<file path="src/rtl/commit_writeback_if.sv">
// Step-descriptor bus between the operand decoder (master) and the commit/writeback stage (slave).
// Carries two destination descriptors, the post-step EIP and the trace's two memory-write hints.
interface commit_writeback_if;
  logic        step_valid;
  logic        step_ready;
  logic [1:0]  dest0_kind;
  logic [31:0] dest0_sel;
  logic [1:0]  dest0_size;
  logic [31:0] dest0_val;
  logic [1:0]  dest1_kind;
  logic [31:0] dest1_sel;
  logic [1:0]  dest1_size;
  logic [31:0] dest1_val;
  logic [31:0] next_eip;
  logic        hint1_is_write;
  logic [31:0] hint1_address;
  logic [31:0] hint1_data;
  logic        hint2_is_write;
  logic [31:0] hint2_address;
  logic [31:0] hint2_data;

  modport master (
    output step_valid, dest0_kind, dest0_sel, dest0_size, dest0_val,
           dest1_kind, dest1_sel, dest1_size, dest1_val, next_eip,
           hint1_is_write, hint1_address, hint1_data,
           hint2_is_write, hint2_address, hint2_data,
    input  step_ready
  );

  modport slave (
    input  step_valid, dest0_kind, dest0_sel, dest0_size, dest0_val,
           dest1_kind, dest1_sel, dest1_size, dest1_val, next_eip,
           hint1_is_write, hint1_address, hint1_data,
           hint2_is_write, hint2_address, hint2_data,
    output step_ready
  );
endinterface

</file>
<file path="src/rtl/commit_writeback.sv">
// Commit stage: applies up to two destinations per step to the 8-GPR file and EIP,
// checks memory destinations against trace write hints and halts on the first mismatch.
module commit_writeback #(
  parameter int STEP_W = 32
) (
  input  logic                clk,
  input  logic                rst_n,
  input  logic                init_valid,
  input  logic [255:0]        init_regs,
  input  logic [31:0]         init_eip,
  commit_writeback_if.slave   step,
  output logic [255:0]        regs,
  output logic [31:0]         eip,
  output logic [STEP_W-1:0]   step_count,
  output logic                commit_pulse,
  output logic                mismatch
);

  typedef enum logic [1:0] {
    S_INIT = 2'b00,
    S_RUN  = 2'b01,
    S_D1   = 2'b10,
    S_HALT = 2'b11
  } state_t;

  localparam logic [1:0] KIND_NONE = 2'b00;
  localparam logic [1:0] KIND_REG  = 2'b01;
  localparam logic [1:0] KIND_MEM  = 2'b10;

  function automatic logic [31:0] size_mask(input logic [1:0] size);
    logic [31:0] m;
    case (size)
      2'b00:   m = 32'hFFFF_FFFF;
      2'b01:   m = 32'h0000_FFFF;
      2'b10:   m = 32'h0000_00FF;
      2'b11:   m = 32'h0000_00FF;
      default: m = 32'hFFFF_FFFF;
    endcase
    return m;
  endfunction

  // 8b-high targets AH/CH/DH/BH, so only sel[1:0] picks the register.
  function automatic logic [255:0] reg_apply(input logic [255:0] r, input logic [31:0] sel,
                                             input logic [1:0] size, input logic [31:0] val);
    logic [255:0] res;
    logic [31:0]  cur;
    logic [2:0]   idx;
    res = r;
    idx = (size == 2'b11) ? {1'b0, sel[1:0]} : sel[2:0];
    cur = r[{idx, 5'd0} +: 32];
    case (size)
      2'b00:   cur        = val;
      2'b01:   cur[15:0]  = val[15:0];
      2'b10:   cur[7:0]   = val[7:0];
      2'b11:   cur[15:8]  = val[7:0];
      default: cur        = val;
    endcase
    res[{idx, 5'd0} +: 32] = cur;
    return res;
  endfunction

  function automatic logic hint_match(input logic hw, input logic [31:0] ha, input logic [31:0] hd,
                                      input logic [31:0] sel, input logic [1:0] size,
                                      input logic [31:0] val);
    logic [31:0] m;
    m = size_mask(size);
    return hw && (ha == sel) && ((val & m) == (hd & m));
  endfunction

  state_t              state_r, state_nx;
  logic [255:0]        regs_r, regs_nx;
  logic [31:0]         eip_r, eip_nx;
  logic [STEP_W-1:0]   count_r, count_nx, count_inc_s;
  logic                pulse_r, pulse_nx;
  logic                mismatch_r, mismatch_nx;
  logic                step_ready_r;
  logic                latch_s, fire_s;

  logic [1:0]          d1_kind_r, d1_size_r;
  logic [31:0]         d1_sel_r, d1_val_r, neip_r;
  logic                h1_w_r, h2_w_r;
  logic [31:0]         h1_a_r, h1_d_r, h2_a_r, h2_d_r;

  logic [1:0]          cur_kind_s, cur_size_s;
  logic [31:0]         cur_sel_s, cur_val_s;
  logic                cur_h1w_s, cur_h2w_s;
  logic [31:0]         cur_h1a_s, cur_h1d_s, cur_h2a_s, cur_h2d_s;
  logic                cur_ok_s;
  logic [255:0]        regs_app_s;

  assign fire_s      = step.step_valid & step_ready_r;
  assign count_inc_s = (&count_r) ? count_r : (count_r + {{(STEP_W-1){1'b0}}, 1'b1});

  // Select the destination being retired this cycle: live dest0 in S_RUN, latched dest1 in S_D1.
  always_comb begin
    if (state_r == S_D1) begin
      cur_kind_s = d1_kind_r;
      cur_sel_s  = d1_sel_r;
      cur_size_s = d1_size_r;
      cur_val_s  = d1_val_r;
      cur_h1w_s  = h1_w_r;
      cur_h1a_s  = h1_a_r;
      cur_h1d_s  = h1_d_r;
      cur_h2w_s  = h2_w_r;
      cur_h2a_s  = h2_a_r;
      cur_h2d_s  = h2_d_r;
    end else begin
      cur_kind_s = step.dest0_kind;
      cur_sel_s  = step.dest0_sel;
      cur_size_s = step.dest0_size;
      cur_val_s  = step.dest0_val;
      cur_h1w_s  = step.hint1_is_write;
      cur_h1a_s  = step.hint1_address;
      cur_h1d_s  = step.hint1_data;
      cur_h2w_s  = step.hint2_is_write;
      cur_h2a_s  = step.hint2_address;
      cur_h2d_s  = step.hint2_data;
    end
  end

  // Evaluate the selected destination: register update and memory cross-check.
  always_comb begin
    regs_app_s = regs_r;
    cur_ok_s   = 1'b0;
    case (cur_kind_s)
      KIND_NONE: cur_ok_s = 1'b1;
      KIND_REG: begin
        cur_ok_s   = 1'b1;
        regs_app_s = reg_apply(regs_r, cur_sel_s, cur_size_s, cur_val_s);
      end
      KIND_MEM: cur_ok_s =
          hint_match(cur_h1w_s, cur_h1a_s, cur_h1d_s, cur_sel_s, cur_size_s, cur_val_s) |
          hint_match(cur_h2w_s, cur_h2a_s, cur_h2d_s, cur_sel_s, cur_size_s, cur_val_s);
      default:  cur_ok_s = 1'b0;
    endcase
  end

  // Next-state and architectural update logic.
  always_comb begin
    state_nx    = state_r;
    regs_nx     = regs_r;
    eip_nx      = eip_r;
    count_nx    = count_r;
    pulse_nx    = 1'b0;
    mismatch_nx = mismatch_r;
    latch_s     = 1'b0;
    case (state_r)
      S_INIT: begin
        if (init_valid) begin
          regs_nx  = init_regs;
          eip_nx   = init_eip;
          state_nx = S_RUN;
        end else begin
          state_nx = S_INIT;
        end
      end
      S_RUN: begin
        if (fire_s) begin
          if (cur_ok_s) begin
            regs_nx = regs_app_s;
            latch_s = 1'b1;
            if (step.dest1_kind == KIND_NONE) begin
              eip_nx   = step.next_eip;
              count_nx = count_inc_s;
              pulse_nx = 1'b1;
            end else begin
              state_nx = S_D1;
            end
          end else begin
            mismatch_nx = 1'b1;
            state_nx    = S_HALT;
          end
        end else begin
          state_nx = S_RUN;
        end
      end
      S_D1: begin
        if (cur_ok_s) begin
          regs_nx  = regs_app_s;
          eip_nx   = neip_r;
          count_nx = count_inc_s;
          pulse_nx = 1'b1;
          state_nx = S_RUN;
        end else begin
          mismatch_nx = 1'b1;
          state_nx    = S_HALT;
        end
      end
      S_HALT:  state_nx = S_HALT;
      default: state_nx = S_INIT;
    endcase
  end

  // State, architectural registers and dest1/hint holding registers.
  always_ff @(posedge clk) begin
    if (!rst_n) begin
      state_r      <= S_INIT;
      regs_r       <= 256'd0;
      eip_r        <= 32'd0;
      count_r      <= {STEP_W{1'b0}};
      pulse_r      <= 1'b0;
      mismatch_r   <= 1'b0;
      step_ready_r <= 1'b0;
      d1_kind_r    <= 2'b00;
      d1_sel_r     <= 32'd0;
      d1_size_r    <= 2'b00;
      d1_val_r     <= 32'd0;
      neip_r       <= 32'd0;
      h1_w_r       <= 1'b0;
      h1_a_r       <= 32'd0;
      h1_d_r       <= 32'd0;
      h2_w_r       <= 1'b0;
      h2_a_r       <= 32'd0;
      h2_d_r       <= 32'd0;
    end else begin
      state_r      <= state_nx;
      regs_r       <= regs_nx;
      eip_r        <= eip_nx;
      count_r      <= count_nx;
      pulse_r      <= pulse_nx;
      mismatch_r   <= mismatch_nx;
      step_ready_r <= (state_nx == S_RUN);
      if (latch_s) begin
        d1_kind_r <= step.dest1_kind;
        d1_sel_r  <= step.dest1_sel;
        d1_size_r <= step.dest1_size;
        d1_val_r  <= step.dest1_val;
        neip_r    <= step.next_eip;
        h1_w_r    <= step.hint1_is_write;
        h1_a_r    <= step.hint1_address;
        h1_d_r    <= step.hint1_data;
        h2_w_r    <= step.hint2_is_write;
        h2_a_r    <= step.hint2_address;
        h2_d_r    <= step.hint2_data;
      end
    end
  end

  assign step.step_ready = step_ready_r;
  assign regs            = regs_r;
  assign eip             = eip_r;
  assign step_count      = count_r;
  assign commit_pulse    = pulse_r;
  assign mismatch        = mismatch_r;

endmodule
</file>
<file path="src/flat_wrapper.sv">
// flat-port wrapper written by rule: the top's interface ports become plain ports
module commit_writeback_flat 
#(
  parameter int STEP_W = 32
)
  (clk, rst_n, init_valid, init_regs, init_eip, regs, eip, step_count, commit_pulse, mismatch, step_step_valid, step_dest0_kind, step_dest0_sel, step_dest0_size, step_dest0_val, step_dest1_kind, step_dest1_sel, step_dest1_size, step_dest1_val, step_next_eip, step_hint1_is_write, step_hint1_address, step_hint1_data, step_hint2_is_write, step_hint2_address, step_hint2_data, step_step_ready);
  commit_writeback_if step_i ();
  input  logic clk;
  input  logic rst_n;
  input  logic init_valid;
  input  logic [255:0] init_regs;
  input  logic [31:0] init_eip;
  output logic [255:0] regs;
  output logic [31:0] eip;
  output logic [STEP_W-1:0] step_count;
  output logic commit_pulse;
  output logic mismatch;
  input wire logic [$bits(step_i.step_valid)-1:0] step_step_valid;
  input wire logic [$bits(step_i.dest0_kind)-1:0] step_dest0_kind;
  input wire logic [$bits(step_i.dest0_sel)-1:0] step_dest0_sel;
  input wire logic [$bits(step_i.dest0_size)-1:0] step_dest0_size;
  input wire logic [$bits(step_i.dest0_val)-1:0] step_dest0_val;
  input wire logic [$bits(step_i.dest1_kind)-1:0] step_dest1_kind;
  input wire logic [$bits(step_i.dest1_sel)-1:0] step_dest1_sel;
  input wire logic [$bits(step_i.dest1_size)-1:0] step_dest1_size;
  input wire logic [$bits(step_i.dest1_val)-1:0] step_dest1_val;
  input wire logic [$bits(step_i.next_eip)-1:0] step_next_eip;
  input wire logic [$bits(step_i.hint1_is_write)-1:0] step_hint1_is_write;
  input wire logic [$bits(step_i.hint1_address)-1:0] step_hint1_address;
  input wire logic [$bits(step_i.hint1_data)-1:0] step_hint1_data;
  input wire logic [$bits(step_i.hint2_is_write)-1:0] step_hint2_is_write;
  input wire logic [$bits(step_i.hint2_address)-1:0] step_hint2_address;
  input wire logic [$bits(step_i.hint2_data)-1:0] step_hint2_data;
  output wire logic [$bits(step_i.step_ready)-1:0] step_step_ready;
  assign step_i.step_valid = step_step_valid;
  assign step_i.dest0_kind = step_dest0_kind;
  assign step_i.dest0_sel = step_dest0_sel;
  assign step_i.dest0_size = step_dest0_size;
  assign step_i.dest0_val = step_dest0_val;
  assign step_i.dest1_kind = step_dest1_kind;
  assign step_i.dest1_sel = step_dest1_sel;
  assign step_i.dest1_size = step_dest1_size;
  assign step_i.dest1_val = step_dest1_val;
  assign step_i.next_eip = step_next_eip;
  assign step_i.hint1_is_write = step_hint1_is_write;
  assign step_i.hint1_address = step_hint1_address;
  assign step_i.hint1_data = step_hint1_data;
  assign step_i.hint2_is_write = step_hint2_is_write;
  assign step_i.hint2_address = step_hint2_address;
  assign step_i.hint2_data = step_hint2_data;
  assign step_step_ready = step_i.step_ready;
  commit_writeback #(.STEP_W(STEP_W)) u_core (.clk(clk), .rst_n(rst_n), .init_valid(init_valid), .init_regs(init_regs), .init_eip(init_eip), .step(step_i), .regs(regs), .eip(eip), .step_count(step_count), .commit_pulse(commit_pulse), .mismatch(mismatch));
endmodule
</file>
<file path="config.mk">
export PLATFORM = sky130hd
export DESIGN_NAME = commit_writeback_flat
export DESIGN_NICKNAME = d
export VERILOG_FILES = /design/src/rtl/commit_writeback_if.sv /design/src/rtl/commit_writeback.sv /design/src/flat_wrapper.sv
export SDC_FILE = /design/constraint.sdc
export NUM_CORES = 2
export LEC_CHECK = 0
export BUFFER_PORTS_ARGS = -buffer_cell sky130_fd_sc_hd__buf_4
export CELL_PAD_IN_SITES_DETAIL_PLACEMENT = 1
export CELL_PAD_IN_SITES_GLOBAL_PLACEMENT = 2
export CORE_AREA = 4 4 349 351
export DETAILED_ROUTE_END_ITERATION = 6
export DIE_AREA = 0 0 353 355
export GPL_TIMING_DRIVEN = 1
export PLACE_DENSITY = 0.74
export SLEW_MARGIN = 30
export SYNTH_ARGS = -nofsm -noshare
export SYNTH_HDL_FRONTEND = slang
export SYNTH_SLANG_ARGS = --single-unit
</file>
<file path="constraint.sdc">
create_clock -name clk -period 5.6 [get_ports clk]
set_clock_uncertainty 0.05 [all_clocks]
set_input_delay 0.28 -clock clk [delete_from_list [all_inputs] [get_ports clk]]
set_output_delay 0.28 -clock clk [all_outputs]
set_load 0.02 [all_outputs]
</file>
==> out/results.ini <==
[status]
status=finished clean

[timing]
fmax_mhz=187
setup_viol=0
period_share_pct=95.2
worst_slack_ns=0.267
fin_crit_ns=5.33
relSlewSlack_pct=24.3
worstMarginPinSlew_ns=1.14
slew_viol_final=0
hold_viol_final=0

[die]
start_util_pct=25.2
pin_count=913
die_area_um2=125000
die_h_um=355
rows=127
design.core.area_um2=119000
die-width_um=353

[setup_path]
crit_path_start_kind=register
worstPathRequired_ns=6.05
path_class=register to register
crit_arrival_ns=5.79
setup.worst_path.end_class=register
critPathMaxFanout=199

[cells_and_area]
area_delta_synth_final_pct=50.8
fill_cells=14146
layout_common_cells=980 x buf_4, 555 x dfxtp_1, 533 x nand2_1
fin_util_pct=38.0
drive_gt1_share_pct=22.9
final_common_cell=buf_4
final_cell_count_no_fill=6682
final_area_um2=45200
final_nets=5653

[placement]
gp_congestion=0.956
io_buffers=912
hpwl_um=141000
post_dp_cell_area_um2=38200
post-place-ws_ns=0.382
dp.cells=6081

[power_and_ir_drop]
internal_power_w=0.00866
p_leak_nw=18.7
pwr-share-clk_pct=36.6
powerDensity_nw_per_um2=297
peakVddDrop_mv=0.197
p_sw_w=0.00478
sequentialPowerShare_pct=34.3
pwr-share-comb_pct=29.0
switching_share_pct=35.6

[synthesis]
ys_warn_count=0
synth.ff_latch_count=555
netlist_instances=3868
synthDistinctLibCells=78
synth_nets=4467
synthFlopType=dfxtp_1
async_reset_ff_share_pct=0
synth_edf_count=0
synth.yosys.seq_area_share_pct=37.1
avgSynthCellArea_um2=7.75
netlist_area_um2=30000

[clock_tree]
cts_tree=done
cts_sinks=555
clk_path_buf_depth=3
cts_buffers=74
clkTransAtPathRegs_ns=0.06
clk_latency_ns=0.67
post_cts_buffers=0
ctsHtreeMaxLevel=3
clock-root-buffer=clkbuf_16

[hold_path]
hp-class=primary input to register

[detailed_routing]
drtPass1Iterations=7
wire_per_inst_um=28.4
wl_um=190000
drtAntennaViolNets=0
routed_via_density=5.26
vias=35179
drc_errors=0
drt-initial-drc-count=2464

[global_route]
grtUsageTotal_pct=28.8
antenna_found_initial=31
overflow=0
grt_max_degree=219
grt_pass1_vias=35706
grt_first_pass_wirelength_um=267000

[job]
cap_viol_max_count=0

[kinds of logic (layout without fill, tap and decap cells)]
logic type / after synthesis / in the layout / share of synthesized area, %
and+or+nand+nor: 1458 / 1458 / 22.8
AOI/OAI and AO/OA: 1131 / 1131 / 25.7
DFF: 555 / 555 / 37.1
buffers and inverters: 511 / 1753 / 7.86
xor gates and xnor gates: 157 / 157 / 4.59
muxes: 47 / 47 / 1.59
adders and majority gates: 9 / 9 / 0.376
other: 0 / 24 / 0
[cell type report]
cell class	instances	area [um2]	area share [%]
antenna	24	60.1	0.133
clock buffer	105	2120	4.69
clock inverter	27	329	0.728
inverter	178	681	1.51
multi-input combinational	2802	16800	37.1
sequential	555	11100	24.6
tap	1548	1940	4.29
timing repair buffer	1443	12200	27.0
[critical path, stage by stage, from the launching register on]
cell       delay [ns]
dfxtp_1          0.34
inv_1            0.17
ha_4             0.56
buf_4            0.61
nor3_1           0.14
a21oi_1          0.32
a211oi_1         0.15
a2111oi_0        0.62
nand4_1          0.71
a31oi_4          0.53
buf_16           0.57
o21ai_0          0.23
[synthesized netlist by cell type (36+ instances only)]
cell type | instances | area (um2)
nand2_1 | 534 | 2000
nor2_1 | 226 | 848
a211oi_1 | 199 | 1490
o221ai_1 | 78 | 683
a311oi_1 | 38 | 333
and3_1 | 41 | 257
o21ai_1 | 155 | 776
buf_2 | 36 | 180
xnor2_1 | 84 | 736
o31ai_1 | 40 | 300
dfxtp_1 | 555 | 11100
o211a_1 | 66 | 661
clkbuf_1 | 227 | 852
nand3_1 | 322 | 1610
nor2b_1 | 210 | 1310
mux2i_1 | 43 | 430
o21ai_0 | 91 | 455
xor2_1 | 73 | 639
a22oi_1 | 36 | 270
a21oi_1 | 250 | 1250
inv_1 | 176 | 661
[power by group through the flow]
| stage | clock network, W | logic [W] | registers (W) |
|---|---|---|---|
| finish | 0.00492 | 0.00390 | 0.00461 |
| global route | 0.00519 | 0.00414 | 0.00465 |
| CTS | 0.00504 | 0.00391 | 0.00461 |
| detailed placement | 0 | 0.00363 | 0.00469 |
| global placement | 0 | 0.00359 | 0.00468 |
| floorplan | 0 | 0.00134 | 0.00499 |
[flip-flops by register name, indices dropped and copies added (netlist names)]
register,count
u_core.d1_kind_r,2
u_core.eip,32
u_core.h2_a_r,32
u_core.step_count,32
u_core.d1_val_r,32
u_core.h2_w_r,1
u_core.h1_a_r,32
u_core.mismatch,1
u_core.neip_r,32
u_core.commit_pulse,1
u_core.h1_d_r,32
u_core.h1_w_r,1
u_core.h2_d_r,32
u_core.state_r,2
u_core.regs,256
u_core.step.step_ready,1
u_core.d1_size_r,2
u_core.d1_sel_r,32
[through the flow]
step / hold slack [ns] / TNS, ns / power [W]
detailed placement: 0.392 / 0 / 0.00832
floorplan: 0.360 / 0 / 0.00633
CTS: 0.00141 / 0 / 0.0136
finish: 0.0430 / 0 / 0.0134
global placement: 0.385 / 0 / 0.00828
global route: 0.0209 / -0.00117 / 0.0140
[routing by layer]
layer	track usage [%]	wire length, um	up-vias
met1	32.9	73600	17428
met3	6.54	12500	324
met5	0	88	-
met2	51.1	93100	1214
li1	-	-	16199
met4	13.4	10300	14
[final timing paths]
kind                     startpoint                to  slack [ns]  cells after the start
setup / recovery  u_core.state_r[0]  u_core.h1_a_r[5]        0.27                     11
hold / removal        init_regs[96]   u_core.regs[96]        0.04                      4
setup reg to reg  u_core.state_r[0]  u_core.h1_a_r[5]        0.27                     11
hold reg to reg      u_core.eip[30]    u_core.eip[30]        0.40                      2
[repair_timing]
action	4_1_cts	5_1_grt
resized for setup	0	1
endpoints found under the hold margin	445	0
setup endpoints to repair	0	16
hold buffers	444	0
(Power assumes the default switching activity.)
